--- src/rtl/mux_arb_pkg.sv ---
// Shared types and elaboration helpers for the round-robin mux arbiter.
package mux_arb_pkg;

  // Default widths used when the arbiter and its interface are left unparameterised.
  localparam int unsigned DefWidth     = 8;
  localparam int unsigned DefSelWidth  = 3;
  localparam int unsigned DefNumInputs = 8;

  // IDLE: free arbitration. LOCKED: grant held by out_sel until its last beat.
  typedef enum logic [0:0] {
    ArbIdle   = 1'b0,
    ArbLocked = 1'b1
  } arb_state_t;

  // True when a select of sel_width bits can address every one of num_inputs requesters.
  function automatic bit sel_width_ok(int unsigned num_inputs, int unsigned sel_width);
    return (num_inputs >= 1) && (sel_width >= 1) && (sel_width < 32) &&
           (sel_width >= unsigned'($clog2(num_inputs)));
  endfunction

endpackage

--- src/rtl/rr_mux_arbiter_if.sv ---
// Requester and downstream handshake bundle of the round-robin mux arbiter.
interface rr_mux_arbiter_if #(
  parameter int unsigned WIDTH      = mux_arb_pkg::DefWidth,
  parameter int unsigned SEL_WIDTH  = mux_arb_pkg::DefSelWidth,
  parameter int unsigned NUM_INPUTS = mux_arb_pkg::DefNumInputs
) ();

  logic [NUM_INPUTS-1:0] req_valid;
  logic [NUM_INPUTS-1:0] req_last;
  logic [WIDTH-1:0]      req_data [NUM_INPUTS];
  logic [NUM_INPUTS-1:0] req_ready;

  logic                  out_valid;
  logic [WIDTH-1:0]      out_data;
  logic                  out_last;
  logic [SEL_WIDTH-1:0]  out_sel;
  logic                  out_ready;
  logic                  locked;

  // Producer/consumer side: drives requests and the downstream accept.
  modport master (
    output req_valid, req_last, req_data, out_ready,
    input  req_ready, out_valid, out_data, out_last, out_sel, locked
  );

  // Arbiter side.
  modport slave (
    input  req_valid, req_last, req_data, out_ready,
    output req_ready, out_valid, out_data, out_last, out_sel, locked
  );

endinterface

--- src/rtl/rr_priority_pick.sv ---
// Round-robin pick: first set request after rr_ptr_i, wrapping modulo NUM_INPUTS.
module rr_priority_pick #(
  parameter int unsigned SEL_WIDTH  = 3,
  parameter int unsigned NUM_INPUTS = 8
) (
  input  logic [NUM_INPUTS-1:0] req_i,
  input  logic [SEL_WIDTH-1:0]  rr_ptr_i,
  output logic [SEL_WIDTH-1:0]  grant_o,
  output logic                  any_grant_o
);

  logic [NUM_INPUTS-1:0] rotated;
  logic [SEL_WIDTH:0]    shamt;
  int unsigned           first;

  // Rotate so bit 0 is requester rr_ptr+1, find-first, then map back to a requester id.
  always_comb begin
    // rr_ptr is at most NUM_INPUTS-1, so a shift of NUM_INPUTS means "no rotation".
    shamt       = (SEL_WIDTH+1)'(rr_ptr_i) + (SEL_WIDTH+1)'(1);
    rotated     = NUM_INPUTS'({req_i, req_i} >> shamt);
    first       = 0;
    any_grant_o = 1'b0;
    for (int i = 0; i < NUM_INPUTS; i++) begin
      if (!any_grant_o && rotated[i]) begin
        any_grant_o = 1'b1;
        first       = unsigned'(i);
      end
    end
    grant_o = SEL_WIDTH'((unsigned'(int'(rr_ptr_i)) + 1 + first) % NUM_INPUTS);
  end

endmodule

--- src/rtl/rr_mux_arbiter.sv ---
// Round-robin arbiter with registered output stage over one shared WIDTH-bit mux.
// Multi-beat packets keep the grant until the winner's last beat is accepted.
module rr_mux_arbiter
  import mux_arb_pkg::*;
#(
  parameter int unsigned WIDTH      = DefWidth,
  parameter int unsigned SEL_WIDTH  = DefSelWidth,
  parameter int unsigned NUM_INPUTS = DefNumInputs
) (
  input logic             clk,
  input logic             rst_n,
  rr_mux_arbiter_if.slave bus_io
);

  if (!sel_width_ok(NUM_INPUTS, SEL_WIDTH)) begin : g_bad_sel_width
    $error("rr_mux_arbiter: NUM_INPUTS does not fit in SEL_WIDTH bits");
  end

  arb_state_t           state_q;
  logic [SEL_WIDTH-1:0] rr_ptr_q;
  logic                 out_valid_q;
  logic [WIDTH-1:0]     out_data_q;
  logic                 out_last_q;
  logic [SEL_WIDTH-1:0] out_sel_q;

  logic                 slot_free;
  logic [SEL_WIDTH-1:0] pick_id;
  logic                 pick_any;
  logic [SEL_WIDTH-1:0] grant_id;
  logic                 grant_any;
  logic                 accept;

  rr_priority_pick #(
    .SEL_WIDTH  (SEL_WIDTH),
    .NUM_INPUTS (NUM_INPUTS)
  ) u_pick (
    .req_i       (bus_io.req_valid),
    .rr_ptr_i    (rr_ptr_q),
    .grant_o     (pick_id),
    .any_grant_o (pick_any)
  );

  // Grant selection: free round-robin when idle, only the packet owner when locked.
  always_comb begin
    slot_free = !out_valid_q || bus_io.out_ready;
    if (state_q == ArbLocked) begin
      grant_id  = out_sel_q;
      grant_any = bus_io.req_valid[out_sel_q];
    end else begin
      grant_id  = pick_id;
      grant_any = pick_any;
    end
    accept = slot_free && grant_any;
  end

  assign bus_io.req_ready = accept ? (NUM_INPUTS'(1) << grant_id) : '0;
  assign bus_io.out_valid = out_valid_q;
  assign bus_io.out_data  = out_data_q;
  assign bus_io.out_last  = out_last_q;
  assign bus_io.out_sel   = out_sel_q;
  assign bus_io.locked    = (state_q == ArbLocked);

  // FSM, round-robin pointer and output register; everything moves only when the slot frees.
  always_ff @(posedge clk or negedge rst_n) begin
    if (!rst_n) begin
      state_q     <= ArbIdle;
      rr_ptr_q    <= SEL_WIDTH'(NUM_INPUTS - 1);
      out_valid_q <= 1'b0;
      out_data_q  <= '0;
      out_last_q  <= 1'b0;
      out_sel_q   <= '0;
    end else if (slot_free) begin
      if (accept) begin
        out_valid_q <= 1'b1;
        out_data_q  <= bus_io.req_data[grant_id];
        out_last_q  <= bus_io.req_last[grant_id];
        out_sel_q   <= grant_id;
        rr_ptr_q    <= grant_id;
        state_q     <= bus_io.req_last[grant_id] ? ArbIdle : ArbLocked;
      end else begin
        // Data and select keep their last value; only valid drops.
        out_valid_q <= 1'b0;
      end
    end
  end

  // Output id is always a real requester.
  a_sel_in_range: assert property (@(posedge clk) disable iff (!rst_n)
    out_valid_q |-> (int'(out_sel_q) < int'(NUM_INPUTS)));

  // At most one requester is granted.
  a_ready_onehot: assert property (@(posedge clk) disable iff (!rst_n)
    $onehot0(bus_io.req_ready));

  // A stalled beat must not change.
  a_out_stable: assert property (@(posedge clk) disable iff (!rst_n)
    (out_valid_q && !bus_io.out_ready) |=>
      (out_valid_q && $stable(out_data_q) && $stable(out_sel_q) && $stable(out_last_q)));

endmodule
--- src/flat_wrapper.sv ---
// flat-port wrapper written by rule: the top's interface ports become plain ports
module rr_mux_arbiter_flat import mux_arb_pkg::*;
#(
  parameter int unsigned WIDTH      = DefWidth,
  parameter int unsigned SEL_WIDTH  = DefSelWidth,
  parameter int unsigned NUM_INPUTS = DefNumInputs
)
  (clk, rst_n, bus_io_req_valid, bus_io_req_last, bus_io_req_data, bus_io_out_ready, bus_io_req_ready, bus_io_out_valid, bus_io_out_data, bus_io_out_last, bus_io_out_sel, bus_io_locked);
  rr_mux_arbiter_if #(.WIDTH(WIDTH), .SEL_WIDTH(SEL_WIDTH), .NUM_INPUTS(NUM_INPUTS)) bus_io_i ();
  input logic clk;
  input logic rst_n;
  input wire logic [$bits(bus_io_i.req_valid)-1:0] bus_io_req_valid;
  input wire logic [$bits(bus_io_i.req_last)-1:0] bus_io_req_last;
  input wire logic [$bits(bus_io_i.req_data)-1:0] bus_io_req_data;
  input wire logic [$bits(bus_io_i.out_ready)-1:0] bus_io_out_ready;
  output wire logic [$bits(bus_io_i.req_ready)-1:0] bus_io_req_ready;
  output wire logic [$bits(bus_io_i.out_valid)-1:0] bus_io_out_valid;
  output wire logic [$bits(bus_io_i.out_data)-1:0] bus_io_out_data;
  output wire logic [$bits(bus_io_i.out_last)-1:0] bus_io_out_last;
  output wire logic [$bits(bus_io_i.out_sel)-1:0] bus_io_out_sel;
  output wire logic [$bits(bus_io_i.locked)-1:0] bus_io_locked;
  assign bus_io_i.req_valid = bus_io_req_valid;
  assign bus_io_i.req_last = bus_io_req_last;
  assign bus_io_i.req_data = {>>{bus_io_req_data}};
  assign bus_io_i.out_ready = bus_io_out_ready;
  assign bus_io_req_ready = bus_io_i.req_ready;
  assign bus_io_out_valid = bus_io_i.out_valid;
  assign bus_io_out_data = bus_io_i.out_data;
  assign bus_io_out_last = bus_io_i.out_last;
  assign bus_io_out_sel = bus_io_i.out_sel;
  assign bus_io_locked = bus_io_i.locked;
  rr_mux_arbiter #(.WIDTH(WIDTH), .SEL_WIDTH(SEL_WIDTH), .NUM_INPUTS(NUM_INPUTS)) u_core (.clk(clk), .rst_n(rst_n), .bus_io(bus_io_i));
endmodule
--- config.mk ---
export PLATFORM = sky130hd
export DESIGN_NAME = rr_mux_arbiter_flat
export DESIGN_NICKNAME = d
export VERILOG_FILES = /design/src/rtl/mux_arb_pkg.sv /design/src/rtl/rr_mux_arbiter_if.sv /design/src/rtl/rr_priority_pick.sv /design/src/rtl/rr_mux_arbiter.sv /design/src/flat_wrapper.sv
export SDC_FILE = /design/constraint.sdc
export NUM_CORES = 1
export LEC_CHECK = 0
export BUFFER_PORTS_ARGS = -buffer_cell sky130_fd_sc_hd__buf_4
export CAP_MARGIN = 30
export CORE_ASPECT_RATIO = 0.6
export CORE_UTILIZATION = 50
export DETAILED_ROUTE_END_ITERATION = 10
export PLACE_DENSITY_LB_ADDON = 0.15
export SLEW_MARGIN = 20
export SYNTH_ARGS = -nofsm -noshare
export SYNTH_HDL_FRONTEND = slang
export SYNTH_SLANG_ARGS = --single-unit
--- constraint.sdc ---
create_clock -name clk -period 19.3 [get_ports clk]
set_input_delay 5.79 -clock clk [delete_from_list [all_inputs] [get_ports clk]]
set_output_delay 5.79 -clock clk [all_outputs]
set_load 0.01 [all_outputs]
==> impl_metrics.py, run 1 <==
metrics = {
    "status": {
        "status": "finished clean",
    },
    "routing": {
        "firstDrtPassIters": 4,
        "drc_errors": 0,
        "viasPerCell": 5.86,
        "drt_iter0_drc": 192,
        "ant_nets": 0,
        "drt-total-wl_um": 5950,
        "wl_per_cell_um": 16.8,
        "vias": 2080,
    },
    "critical_path": {
        "critPathCaptureType": "primary output",
        "crit_slowest_cell": "mux4_1",
        "path_depth": 16,
        "regToRegStartpoint": "u_core.rr_ptr_q[1]",
        "cp_num_buf_inv": 4,
        "crit_arrival_ns": 9.28,
        "r2r_cells": 12,
        "crit_path_frequent_cell": "buf_4",
        "path_max_fanout": 11,
        "crit_chain": "buf_4 > mux4_1 > mux2_2 > inv_1 > a21oi_1 > nor3_1 > a221oi_1 > ha_1 > fa_1 > xnor2_1 > or4_1 > a31oi_1 > buf_4 > nand2_2 > nor3_1 > buf_4",
        "worstReg2RegEnd": "u_core.bus_io.locked",
        "crit_path_start": "bus_io_req_valid[0]",
        "crit_family": "simple AND/OR/NAND/NOR gates",
        "endpoint": "bus_io_req_ready[5]",
        "cp.required_ns": 13.51,
        "path_class": "primary input to primary output",
        "critPathMaxStageDelay_ns": 0.50,
        "start_kind": "primary input",
        "reg2reg_slack_ns": 14.63,
    },
    "synth": {
        "synth_top_family_by_area": "multiplexers",
        "yosys.area_share.simple": 0.151,
        "seq_area_frac_synth": 0.215,
        "synth_async_sr_flop_share": 1.00,
        "ys_ff_latch": 17,
        "synth.distinct_cells": 40,
        "synth_fa_ha_area_frac": 0.0163,
        "synthesis.instances": 212,
        "synth_edf_count": 0,
        "synth_warnings": 0,
        "syn-num-nets": 297,
        "synth_compound_area_frac": 0.158,
        "syn_area_um2": 1990,
        "synthFlopType": "dfrtp_1",
        "synth_mux_area_frac": 0.378,
        "synth-xor-area-share": 0.00879,
        "synth_area_per_cell_um2": 9.40,
    },
    "cells_and_area": {
        "final_common_cell": "buf_4",
        "area_growth_pct": 41.1,
        "finalNetCount": 394,
        "final_cell_mix": "108 x buf_4, 25 x nand2_1, 20 x nor2_1",
        "n_antenna_cell": 0,
        "layout-drive-gt1-share": 0.484,
        "finalNonFillerCells": 355,
    },
    "sta": {
        "setup_tns_ns": 0,
        "period_minus_slack_ns": 15.07,
        "finalCritPeriodShare": 0.781,
        "fmax_mhz": 66.4,
        "finalHoldViolCount": 0,
        "worst_pin_slew_ns": 0.609,
        "fin_skew_ns": 0.00495,
        "hold_ws_ns": 0.530,
        "rsz0062_at_grt": "false",
        "setup_slack_ns": 4.23,
        "slew_headroom": 0.594,
        "slew_violations": 0,
        "setup_viol": 0,
    },
    "cts": {
        "clock_path_buffers": 2,
        "numClockSinks": 17,
        "worst_setup_hold_path_clk_slew_ns": 0.07,
        "clk_latency_ns": 0.25,
        "cts_buffers": 3,
        "cts_root_buf": "clkbuf_8",
        "postCtsSetupBuffers": 0,
        "cts_hold_buf": 0,
        "postCtsResizedCells": 0,
        "h-tree-depth": 1,
        "cts_tree": "done",
    },
    "global_route": {
        "grt_max_degree": 30,
        "grt_pass1_vias": 1928,
        "antenna_found_initial": 0,
        "grt_pass1_wl_um": 9560,
        "grtUsageTotal": 0.292,
        "grt_remaining_overflow": 0,
    },
    "worst_hold_path": {
        "hold_path_class": "flop to flop",
    },
    "placement": {
        "dp_slack_ns": 4.29,
        "dp_cells": 351,
        "numPortBuffers": 104,
        "routabilityCongestion": 0.864,
        "dp_hpwl_um": 4780,
    },
    "floorplan": {
        "ios": 105,
        "die_h_um": 50.9,
        "dieArea_um2": 4250,
        "start_util": 0.532,
        "die_x_um": 83.5,
        "core-area_um2": 3740,
        "rows": 17,
    },
    "power": {
        "leakage_nw": 1.29,
        "peakVddDrop_v": 0.000150,
        "cellPowerDensity_nw_per_um2": 215,
    },
    "job": {
        "maxCapViolations": 0,
    },
}
final cells by class:
cell class,instances,area [µm²]
Multi-Input combinational cell,170,1430
Clock buffer,3,41.3
Timing Repair Buffer,108,811
Fill cell,283,933
Clock inverter,1,5.00
Inverter,9,33.8
Sequential cell,17,429
Tap cell,47,58.8
worst min-delay path by stage:
| stage | from | to | cells after the start |
|---|---|---|---|
| final | u_core.bus_io.out_data[7] | u_core.bus_io.out_data[7] | 2 |
| after global placement | u_core.bus_io.out_data[7] | u_core.bus_io.out_data[7] | 2 |
| after CTS | u_core.bus_io.out_data[7] | u_core.bus_io.out_data[7] | 2 |
| after detailed placement | u_core.bus_io.out_data[5] | u_core.bus_io.out_data[5] | 2 |
| after floorplan | u_core.bus_io.out_data[0] | u_core.bus_io.out_data[0] | 2 |
| after global routing | u_core.bus_io.out_data[0] | u_core.bus_io.out_data[0] | 2 |
registers in the layout (all words and copies together), names as in the netlist:
signal and cells:
u_core.bus_io.out_data 8, u_core.rr_ptr_q 3, u_core.bus_io.out_last 1, u_core.bus_io.out_valid 1, u_core.bus_io.out_sel 3, u_core.bus_io.locked 1
logic make-up after synthesis:
group | count (synthesis)
muxes | 50
adders and majority gates | 2
DFF | 17
xor gates and xnor gates | 2
buffers and inverters | 25
AOI/OAI and AO/OA | 50
and+or+nand+nor | 66
worst reg2reg max path: cells and delay by family (launching register included):
kind / cells / cell delay (ns)
adder cells (fa/ha/maj): 2 / 0.66
flip-flops: 1 / 0.82
multiplexers: 5 / 1.89
AO/OA/AOI/OAI: 3 / 0.82
buffers and inverters: 1 / 0.37
AND/OR/NAND/NOR: 1 / 0.07
routing by layer:
| layer | routed length, µm | part of all wire | track usage |
|---|---|---|---|
| met1 | 2850 | 0.48 | 0.479 |
| met5 | 0 | 0 | 0 |
| met2 | 2480 | 0.42 | 0.400 |
| met4 | 53 | 0.0089 | 0.0565 |
| met3 | 565 | 0.095 | 0.0468 |
through the flow:
stage | util | area [µm²] | total power [mW]
2_1_floorplan | - | 1990 | 0.449
3_3_place_gp | 0.738 | 2760 | 0.563
3_5_place_dp | 0.738 | 2760 | 0.573
4_1_cts | 0.751 | 2810 | 0.601
5_1_grt | 0.751 | 2810 | 0.656
6_report | 0.751 | 2810 | 0.604
synth_stat cells (2+ instances only):
master / instances / area share
a211oi_1: 8 / 0.030
mux2_2: 9 / 0.051
clkbuf_1: 9 / 0.017
inv_1: 8 / 0.015
o21ai_0: 3 / 0.0075
mux2i_1: 19 / 0.095
o21ai_1: 5 / 0.013
mux2_1: 2 / 0.011
a31oi_1: 10 / 0.031
dfrtp_1: 14 / 0.18
dfstp_2: 3 / 0.040
and2_0: 8 / 0.025
nor3_1: 6 / 0.015
mux2_4: 2 / 0.015
a32oi_1: 2 / 0.0088
nand2_1: 25 / 0.047
buf_6: 6 / 0.034
mux4_2: 17 / 0.19
nor2_1: 20 / 0.038
a21oi_1: 16 / 0.040
report_power, final:
part           leakage (nW)  switching (mW)  internal [mW]  total, mW
registers             0.188          0.0313         0.0589     0.0902
clock network        0.0255          0.0119         0.0143     0.0263
logic                  1.08           0.257          0.230      0.487
Power figures use the tool's default switching activity.
==> run 2, diff against run 1 <==
CORE_UTILIZATION = 42   (was 50)
clock period = 12.97 ns   (was 19.3 ns; I/O delays follow)
==> run 2 against run 1 <==
  * Via count grew 0.77%
  * Routed wire length increased by 2.8%
  * Global-route usage fell by 4.3 points
  * Critical endpoint unchanged
  * Highest routed layer unchanged
==> impl_metrics.py, run 2 (synthesis gave the netlist of run 1 again) <==
metrics = {
    "status": {
        "status": "finished clean",
    },
    "sta": {
        "fmax_mhz": 85.8,
        "finalCritPeriodShare": 0.899,
        "finalHoldViolCount": 0,
        "slew_headroom": 0.468,
        "rsz0062_at_grt": "false",
        "setup_slack_ns": 1.32,
        "worst_pin_slew_ns": 0.798,
        "period_minus_slack_ns": 11.65,
        "hold_ws_ns": 0.545,
        "setup_viol": 0,
        "slew_violations": 0,
        "setup_tns_ns": 0,
        "fin_skew_ns": 0.00298,
    },
    "cts": {
        "h-tree-depth": 1,
        "cts_buffers": 3,
        "postCtsResizedCells": 0,
        "cts_root_buf": "clkbuf_8",
        "postCtsSetupBuffers": 0,
        "worst_setup_hold_path_clk_slew_ns": 0.06,
        "cts_tree": "done",
        "clk_latency_ns": 0.25,
        "numClockSinks": 17,
        "cts_hold_buf": 0,
        "clock_path_buffers": 2,
    },
    "routing": {
        "wl_per_cell_um": 16.6,
        "vias": 2096,
        "viasPerCell": 5.70,
        "drt_iter0_drc": 151,
        "top_layer_used": "met4",
        "ant_nets": 0,
        "drc_errors": 0,
        "firstDrtPassIters": 4,
        "met3_length_um": 477,
        "drt-total-wl_um": 6120,
        "dr_wl_met2_um": 2930,
        "wl_met1_um": 2620,
    },
    "power": {
        "power_mw": 0.892,
        "seq_power_share": 0.151,
        "cellPowerDensity_nw_per_um2": 316,
        "combinationalPowerShare": 0.806,
        "p_clk_frac": 0.043,
        "peakVddDrop_v": 0.000161,
        "power_switching_mw": 0.438,
        "sw_frac_of_total": 0.492,
        "leakage_nw": 1.29,
        "intPower_mw": 0.453,
    },
    "cells_and_area": {
        "finalInstanceArea_um2": 2830,
        "largest_reg_flops": 8,
        "final_common_cell": "buf_4",
        "postLayoutCoreUtil": 0.653,
        "n_antenna_cell": 0,
        "finalNetCount": 394,
        "layout-drive-gt1-share": 0.481,
        "finalNonFillerCells": 368,
        "final_cell_mix": "108 x buf_4, 25 x nand2_1, 20 x nor2_1",
        "area_growth_pct": 41.8,
    },
    "floorplan": {
        "start_util": 0.461,
        "rows": 18,
        "ios": 105,
        "dieArea_um2": 5030,
        "core-area_um2": 4320,
        "die_h_um": 55.3,
        "die_x_um": 90.9,
    },
    "placement": {
        "dp_slack_ns": 1.33,
        "numPortBuffers": 104,
        "dp_cells": 364,
        "dp_hpwl_um": 5010,
        "place_area_um2": 2780,
        "routabilityCongestion": 0.853,
    },
    "critical_path": {
        "path_max_fanout": 7,
        "cp.required_ns": 9.08,
        "start_kind": "primary input",
        "path_class": "primary input to primary output",
        "crit_arrival_ns": 7.76,
        "critPathCaptureType": "primary output",
    },
    "global_route": {
        "grt_max_degree": 30,
        "grt_pass1_vias": 2026,
        "grt_remaining_overflow": 0,
        "grtUsageTotal": 0.249,
        "grt_pass1_wl_um": 9960,
        "antenna_found_initial": 0,
    },
    "job": {
        "maxCapViolations": 0,
    },
    "worst_hold_path": {
        "hold_path_class": "flop to flop",
    },
}
-- run 2: final timing paths --
check | from | to | slack, ns | cells past startpoint
max | bus_io_req_valid[0] | bus_io_req_ready[5] | 1.32 | 15
max reg2reg | u_core.rr_ptr_q[1] | u_core.bus_io.locked | 8.14 | 12
min reg2reg | u_core.bus_io.out_data[4] | u_core.bus_io.out_data[4] | 0.54 | 2
min | u_core.bus_io.out_data[4] | u_core.bus_io.out_data[4] | 0.54 | 2
max in group asynchronous | rst_n | u_core.rr_ptr_q[0] | 9.21 | 1
min in group asynchronous | rst_n | u_core.bus_io.out_data[0] | 3.50 | 1
-- run 2: per-layer routing --
layer,vias to the layer above,GRT usage
met3,10,0.0441
met5,-,0
li1,990,-
met1,996,0.361
met2,100,0.396
met4,0,0.0431
-- run 2: power groups by stage --
stage / clock, mW / sequential, mW / combinational [mW]
finish: 0.0387 / 0.134 / 0.719
global route: 0.0432 / 0.139 / 0.782
CTS: 0.0397 / 0.133 / 0.717
detailed placement: 0 / 0.133 / 0.714
global placement: 0 / 0.133 / 0.711
floorplan: 0 / 0.117 / 0.552
-- run 2: critical path, stage by stage --
cell      delay, ns
buf_4          0.14
mux4_1         0.48
mux2_2         0.31
inv_1          0.06
a21oi_1        0.07
nor3_1         0.17
a221oi_1       0.13
ha_1           0.24
fa_1           0.41
xnor2_1        0.15
or4_1          0.41
a31oi_1        0.63
nand2_2        0.21
nor3_1         0.30
buf_4          0.17
-- run 2: final cells by class --
type	instances	area (µm²)
well taps	60	75.1
clock buffers	4	45.0
flip-flops and latches	17	429
multi-input cells	170	1430
inverters	9	33.8
repair buffers	108	811
fillers	374	1500
